===== src/rtl/shift_ctrl_pkg.sv =====
`default_nettype none
// ============================================================================
//  Module   : shift_ctrl_pkg
//  Brief    : Shared types and constants for the shift-pattern controller:
//             FSM state encoding, pattern mode encodings, toggle seed byte.
//  Revision : 1.0 - initial release
// ============================================================================
package shift_ctrl_pkg;

    typedef enum logic [2:0] {
        ST_IDLE     = 3'd0,
        ST_LOAD     = 3'd1,
        ST_GAP      = 3'd2,
        ST_WAIT_RDY = 3'd3,
        ST_DWELL    = 3'd4,
        ST_UPDATE   = 3'd5
    } state_t;

    localparam logic [1:0] MODE_TOGGLE = 2'd0;
    localparam logic [1:0] MODE_WALK   = 2'd1;
    localparam logic [1:0] MODE_COUNT  = 2'd2;
    localparam logic [1:0] MODE_STATIC = 2'd3;

    // Byte replicated across the data width for the toggle pattern and reset
    localparam logic [7:0] TOGGLE_SEED = 8'h55;

endpackage
`default_nettype wire


===== src/rtl/shift_dwell_timer.sv =====
`default_nettype none
// ============================================================================
//  Module   : shift_dwell_timer
//  Brief    : Dwell counter. Cleared while clear is high, advances on each
//             enabled cycle, done flags the final enabled dwell cycle.
//  Revision : 1.0 - initial release
// ============================================================================
module shift_dwell_timer #(
    parameter int DWELL = 25000000
) (
    input  logic clk,
    input  logic rst_n,
    input  logic clear,
    input  logic enable,
    output logic done
);

    // DWELL=1 still needs a one-bit counter to stay legal
    localparam int CW = (DWELL > 1) ? $clog2(DWELL) : 1;
    localparam logic [CW-1:0] LAST = CW'(DWELL - 1);

    logic [CW-1:0] count;

    // Count enabled cycles; freeze on hold and once the last cycle is reached
    always_ff @(posedge clk or negedge rst_n) begin
        if (!rst_n) begin
            count <= '0;
        end else if (clear) begin
            count <= '0;
        end else if (enable && !done) begin
            count <= count + CW'(1);
        end
    end

    assign done = enable && (count == LAST);

endmodule
`default_nettype wire


===== src/rtl/shift_pattern_ctrl.sv =====
`default_nettype none
// ============================================================================
//  Module   : shift_pattern_ctrl
//  Brief    : Generates test patterns (toggle / walking-one / count / static)
//             for a shift-register driver, strobing each frame and dwelling
//             between updates.
//  Config   : SHIFT_CTRL_TIMEOUT_EN - enables the WAIT_RDY timeout, the
//             retry path and the sticky o_err flag.
//  Revision : 1.0 - initial release
// ============================================================================
module shift_pattern_ctrl #(
    parameter int WIDTH  = 8,
    parameter int DWELL  = 25000000,
    parameter int TO_CYC = 1024
) (
    input  logic             i_clk,
    input  logic             i_rst_n,
    input  logic             i_rdy,
    input  logic [1:0]       i_mode,
    input  logic             i_hold,
    output logic [WIDTH-1:0] o_data,
    output logic             o_en_in,
    output logic [15:0]      o_frame_cnt,
    output logic             o_err
);

    import shift_ctrl_pkg::*;

    localparam logic [WIDTH-1:0] DATA_SEED = {(WIDTH/8){TOGGLE_SEED}};
    localparam logic [WIDTH-1:0] DATA_ONE  = WIDTH'(1);

    state_t           state;
    state_t           state_next;
    logic [1:0]       rst_pipe;
    logic             run;
    logic [1:0]       last_mode;
    logic [WIDTH-1:0] data_next;
    logic             dwell_clear;
    logic             dwell_done;
    logic             timeout;

    // Reset asserts immediately, release is delayed two clocks before the FSM may leave IDLE
    always_ff @(posedge i_clk or negedge i_rst_n) begin
        if (!i_rst_n) begin
            rst_pipe <= 2'b00;
        end else begin
            rst_pipe <= {rst_pipe[0], 1'b1};
        end
    end

    assign run = rst_pipe[1];

    // State register
    always_ff @(posedge i_clk or negedge i_rst_n) begin
        if (!i_rst_n) begin
            state <= ST_IDLE;
        end else begin
            state <= state_next;
        end
    end

    // Next-state logic
    always_comb begin
        state_next = state;
        case (state)
            ST_IDLE:     if (run) state_next = ST_LOAD;
            ST_LOAD:     state_next = ST_GAP;
            ST_GAP:      state_next = ST_WAIT_RDY;
            ST_WAIT_RDY: begin
                if (i_rdy) begin
                    state_next = ST_DWELL;
                end else if (timeout) begin
                    state_next = ST_LOAD;
                end
            end
            ST_DWELL:    if (dwell_done) state_next = ST_UPDATE;
            ST_UPDATE:   state_next = ST_LOAD;
            default:     state_next = ST_IDLE;
        endcase
    end

    // FSM outputs: load strobe only in LOAD, dwell counter parked outside DWELL
    always_comb begin
        o_en_in     = (state == ST_LOAD);
        dwell_clear = (state != ST_DWELL);
    end

    shift_dwell_timer #(
        .DWELL (DWELL)
    ) u_dwell (
        .clk    (i_clk),
        .rst_n  (i_rst_n),
        .clear  (dwell_clear),
        .enable (!i_hold),
        .done   (dwell_done)
    );

    // Pattern for the next frame: seed on a mode change, otherwise step
    always_comb begin
        data_next = o_data;
        if (i_mode != last_mode) begin
            case (i_mode)
                MODE_TOGGLE: data_next = DATA_SEED;
                MODE_WALK:   data_next = DATA_ONE;
                MODE_COUNT:  data_next = '0;
                default:     data_next = o_data;
            endcase
        end else begin
            case (i_mode)
                MODE_TOGGLE: data_next = ~o_data;
                MODE_WALK:   data_next = {o_data[WIDTH-2:0], o_data[WIDTH-1]};
                MODE_COUNT:  data_next = o_data + DATA_ONE;
                default:     data_next = o_data;
            endcase
        end
    end

    // Data and mode history change only in UPDATE, so o_data is stable LOAD..DWELL
    always_ff @(posedge i_clk or negedge i_rst_n) begin
        if (!i_rst_n) begin
            o_data    <= DATA_SEED;
            last_mode <= MODE_TOGGLE;
        end else if (state == ST_UPDATE) begin
            o_data    <= data_next;
            last_mode <= i_mode;
        end
    end

    // Frame counter advances when the driver reports ready, wrapping naturally
    always_ff @(posedge i_clk or negedge i_rst_n) begin
        if (!i_rst_n) begin
            o_frame_cnt <= 16'd0;
        end else if ((state == ST_WAIT_RDY) && i_rdy) begin
            o_frame_cnt <= o_frame_cnt + 16'd1;
        end
    end

`ifdef SHIFT_CTRL_TIMEOUT_EN
    localparam int TW = (TO_CYC > 1) ? $clog2(TO_CYC) : 1;
    localparam logic [TW-1:0] TO_LAST = TW'(TO_CYC - 1);

    logic [TW-1:0] to_count;

    assign timeout = (state == ST_WAIT_RDY) && !i_rdy && (to_count == TO_LAST);

    // Count unanswered WAIT_RDY cycles; flag a sticky error when the budget runs out
    always_ff @(posedge i_clk or negedge i_rst_n) begin
        if (!i_rst_n) begin
            to_count <= '0;
            o_err    <= 1'b0;
        end else if ((state == ST_WAIT_RDY) && !i_rdy) begin
            if (timeout) begin
                to_count <= '0;
                o_err    <= 1'b1;
            end else begin
                to_count <= to_count + TW'(1);
            end
        end else begin
            to_count <= '0;
        end
    end
`else
    logic [31:0] unused_to_cyc;

    assign unused_to_cyc = 32'(TO_CYC);
    assign timeout       = 1'b0;
    assign o_err         = 1'b0;
`endif

endmodule
`default_nettype wire

===== config.mk =====
export PLATFORM = sky130hd
export DESIGN_NAME = shift_pattern_ctrl
export DESIGN_NICKNAME = d
export VERILOG_FILES = /design/src/rtl/shift_ctrl_pkg.sv /design/src/rtl/shift_dwell_timer.sv /design/src/rtl/shift_pattern_ctrl.sv
export SDC_FILE = /design/constraint.sdc
export NUM_CORES = 1
export LEC_CHECK = 0
export ABC_CLOCK_PERIOD_IN_PS = 2900
export BUFFER_PORTS_ARGS = -buffer_cell sky130_fd_sc_hd__buf_2
export CAP_MARGIN = 30
export CELL_PAD_IN_SITES_DETAIL_PLACEMENT = 0
export CELL_PAD_IN_SITES_GLOBAL_PLACEMENT = 2
export CORE_MARGIN = 2
export CORE_UTILIZATION = 38
export CTS_CLUSTER_SIZE = 16
export DETAILED_ROUTE_END_ITERATION = 10
export GPL_ROUTABILITY_DRIVEN = 0
export PLACE_DENSITY = 0.92
export SYNTH_ARGS = -nofsm -noshare
export SYNTH_HDL_FRONTEND = slang
export SYNTH_HIERARCHICAL = 1
export SYNTH_SLANG_ARGS = --single-unit

===== constraint.sdc =====
create_clock -name i_clk -period 2.9 [get_ports i_clk]
set_input_delay 0.145 -clock i_clk [delete_from_list [all_inputs] [get_ports i_clk]]
set_output_delay 0.145 -clock i_clk [all_outputs]
set_load 0.05 [all_outputs]

Yosys cells after proc, flatten, opt, wreduce, memory -nomap -nowiden:

Index checks and enable logic that the tools add are counted.

* add/sub/neg operators: 3
* eq/ne operators: 13
* mux-type cells: 9
* bitwise operators: 1
* reductions and logical operators: 11

Operators with widths (count)
* $mux 25: 2
* $pmux 8 s3: 2
* $add 25x1->25 const B: 1
* $eq 25x25->1 const B: 1
* $pmux 3 s6: 1
* $add 16x1->16 const B: 1
* $mux 3: 3
* $add 8x1->8 const B: 1
* $mux 8: 1
* $not 8->8: 1
* $eq 3x2->1 const B: 2
* $eq 3x3->1 const B: 2
* $ne 2x2->1 const B: 2
* $eq 3x1->1 const B: 1
* $logic_and 1x1->1: 3
* $logic_not 3->1: 1
* $ne 3x3->1 const B: 1
* $reduce_and 3->1: 1
* $reduce_bool 3->1: 1
* $eq 2x1->1 const B: 1
* $eq 2x2->1 const B: 1
* $logic_not 1->1: 2
* $logic_not 2->1: 1
* $ne 2x1->1 const B: 1
* other kinds (3): 3

* register bits: 56
* input port bits: 6
* output and inout port bits: 26

Depth between registers and ports, before layout:

* word-level depth: 6
* mapped depth: 8
* mapped depth without buffers: 6

By module:

Netlist, hierarchy kept.

Modules (own cells, without submodules)
* shift_pattern_ctrl: instances 1, cells an instance 185, area an instance 1798.0 um^2, sequential area each 780.7 um^2
* shift_dwell_timer: instances 1, cells an instance 150, area an instance 1462.7 um^2, sequential area each 625.6 um^2

Least setup slack after synthesis:

OpenSTA, ideal clock, no wires.

* path kind: register to register
* start point: register u_dwell.count[15]
* end point: register u_dwell.count[1]
* setup time: 0.132 ns
* arrival time: 2.128 ns
* data required time: 2.768 ns
* setup slack: 0.640 ns
* stages on the path, launching flop included: 8
* path buffers: 2
* clock period less this slack: 2.260 ns
* cell sequence: dfrtp_1 > or4b_1 > or4_4 > o21ai_4 > buf_6 > buf_12 > mux2i_1 > nor2_1

* word-level cells in the longest chain between the ends: 5

Ends and longest elaborated chain
* start, declared: RTL line shift_dwell_timer.sv:22 `logic [CW-1:0] count;`
* start signal, assigned: RTL line shift_dwell_timer.sv:31 `count <= count + CW'(1);`
* $eq 25x25->1: RTL line shift_dwell_timer.sv:35 `assign done = enable && (count == LAST);`
* $logic_and 1x1->1: RTL line shift_dwell_timer.sv:35
* $logic_not 1->1: RTL line shift_dwell_timer.sv:30 `end else if (enable && !done) begin`
* $logic_and 1x1->1: RTL line shift_dwell_timer.sv:30
* $reduce_bool 2->1 (no source line)

Every way passes these cells.
A chain may end at the register's enable or synchronous reset.

Worst setup path after layout:

* start point: register u_dwell.count[15]
* end point: register u_dwell.count[12]

Same word-level chain as after synthesis.

==> results.cfg <==
[synth]
yosys.cell_types.count = 64
synth_seq_cells = 56
yosysTopAreaCellShare = 0.399
synth_top_area_cell = dfrtp_1
synthCells = 335
synth_area_leaders = dfrtp_1, xnor2_1, nand2_1
seq_area_frac_synth = 0.431
syn_nets = 348
async_flop_share = 1.00
syn_area_per_cell_sq_um = 9.73
ys.flop_type = dfrtp_1
synth_edf_count = 0
netlist_top_cells_count = dfrtp_1, nand2_1, nand3_1, nor2_1, xnor2_1
ys_warn_count = 6
synthesis.area_sq_um = 3260
post-synth-top-count-cell = dfrtp_1

[grt]
grt_antenna_before_repair = 0
grt_max_degree = 38
track_usage = 0.149
grt_pass1_wl_microns = 11900
grt_overflow_total = 0
first_global_vias = 2508

[detailed_routing]
vias = 2565
drt_iter0_drc = 141
routedWlPerCell_microns = 14.7
wl_microns = 6820
ant_nets = 0
drt_first_pass_iters = 4
avgViaCountPerCell = 5.52
drc = 0

[clock_tree]
htree_levels = 2
cts_buffers = 5
tritoncts = built
cts_buffer_depth = 2
cts_resized = 0
cts_setup_buffers = 0
cts.sinks = 56
cts-root-buf = clkbuf_8
path_clk_slew_ns = 0.12
clk_latency_ns = 0.31

[placement]
pre_cts_ws_ns = 0.447
place.port_buffers = 30
dpl_cell_area_sq_um = 3450
dp_hpwl_microns = 4860

[sta]
rsz0062_at_grt = false
max_freq_ghz = 0.405
fin_worst_skew_ns = 0.0139
relSlewSlack = 0.448
finalWorstSetupSlack_ns = 0.431
tightest_slew_ns = 0.826
layout_min_cycle_time_ns = 2.47
fin_crit_sh = 0.851
slew_violations = 0
timing.setup.tns_ns = 0
setup_viol = 0
hold_viol = 0

[final_layout]
drive_above_1_share = 0.181
nFillCells = 837
area_delta_synth_final_pct = 9.02
n_antenna_cell = 0
layout.nets = 372
stdcell_area_sq_um = 3550
postLayoutCoreUtil = 0.430

[critical_path]
cp-start-kind = register
reg2reg_to = u_dwell/count[12]
cp_slowest_cell = or4_4
endpoint_kind = register
critPathMaxFanout = 14
critical_path.max_stage_delay_ns = 0.57
regToRegSetupSlack_ns = 0.43
arrival_ns = 2.64
critPathTopFamily = simple AND/OR/NAND/NOR gates
r2r_start = u_dwell/count[15]
path_depth = 6
crit_type = reg2reg
required_ns = 3.07
worst-path-buf-inv = 1
path_cells = or4b_1, or4_4, o21ai_4, buf_4, or4_1, a21oi_2
reg2reg_depth = 6

[power_and_ir_drop]
ir_drop_uv = 202
p_leak_nw = 1.50
p_per_area_nw_per_um2 = 640

[worst_hold_path]
worstHoldPathCells = 3
min_path_type = in2reg
min_to = last_mode[1]
min_from = i_mode[1]

[floorplanning]
die_w_microns = 96.6
core_area_sq_um = 8260
die_y_microns = 96.6
io_pins = 32
die_area_sq_um = 9340
initial_utilization = 0.395
rows = 33

[job]
cap_violations = 0

[run_status]
status = finished, final reports clean
-- metal layers --
metal | global-route usage | routed length [microns] | up-vias
met4 | 0.0293 | 29 | 0
met5 | 0 | 0 | -
met2 | 0.247 | 3310 | 42
met3 | 0.0260 | 206 | 2
li1 | - | - | 1271
met1 | 0.208 | 3280 | 1250
-- stage by stage --
stage                     hold WS (ns)  instances  total power [mW]
after detailed placement         0.133        456              1.82
after global routing             0.179        465              2.42
after global placement           0.129        456              1.81
after floorplan                 -0.151        335              1.66
after CTS                        0.163        465              2.30
final                            0.182        465              2.27
-- logic make-up after synthesis --
family                   Yosys count  share of synthesized area
multiplexers                       3                     0.0107
AO/OA/AOI/OAI                     68                      0.143
AND/OR/NAND/NOR                  143                      0.261
other                              2                    0.00230
adder cells (fa/ha/maj)            7                     0.0269
buffers and inverters             27                     0.0476
XOR/XNOR                          29                     0.0779
flip-flops                        56                      0.431
-- tightest hold or removal path: cells and delay by family --
family | cells | cell delay (ns)
AO/OA/AOI/OAI | 1 | 0.09
buffers and inverters | 2 | 0.23
-- worst max-delay path by stage --
stage	slack (ns)	startpoint	endpoint
finish	0.43	u_dwell/count[15]	u_dwell/count[12]
global route	0.32	u_dwell/count[15]	u_dwell/count[12]
CTS	0.42	u_dwell/count[15]	u_dwell/count[11]
detailed placement	0.45	u_dwell/count[15]	u_dwell/count[17]
global placement	0.47	u_dwell/count[15]	u_dwell/count[12]
floorplan	0.64	u_dwell/count[15]	u_dwell/count[1]
-- where the power goes --
part           internal, mW  switching [mW]  leakage, nW
Sequential            0.898           0.179        0.742
Combinational         0.216           0.510        0.708
Clock                 0.183           0.287       0.0511
-- registers in the layout, indices dropped and copies added (netlist names) --
signal         count
rst_pipe           2
u_dwell/count     25
o_data             8
last_mode          2
o_frame_cnt       16
state              3
-- layout by cell type, fill, tap and decap left out, drive strengths merged, types with 3 or more instances in the layout --
| cell | n |
|---|---|
| dfstp | 4 |
| and4 | 6 |
| buf | 33 |
| inv | 13 |
| clkbuf | 5 |
| nand3 | 21 |
| ha | 7 |
| or4 | 9 |
| nor4 | 9 |
| a21oi | 19 |
| o211ai | 5 |
| dfrtp | 52 |
| nand4 | 9 |
| nor2 | 20 |
| o31ai | 6 |
| and3 | 8 |
| xnor2 | 18 |
| o2111ai | 3 |
| o21ai | 19 |
| nor3 | 3 |
| nand2 | 35 |
| xor2 | 11 |
| nand2b | 3 |
| or3 | 5 |
-- cell type report --
cell class              count  area, sq um  area share
multi-input cells         252         1700       0.478
flip-flops and latches     56         1410       0.396
repair buffers             34          183      0.0514
well taps                 105          131      0.0370
clock buffers               5         68.8      0.0194
inverters                  10         37.5      0.0106
clock inverters             3         28.8     0.00810
-- timing repair --
item,CTS,global route
endpoints found under the setup margin,0,0
endpoints found under the hold margin,19,0
hold buffers,1,0
Note: power is estimated with default switching activity, not from simulation.
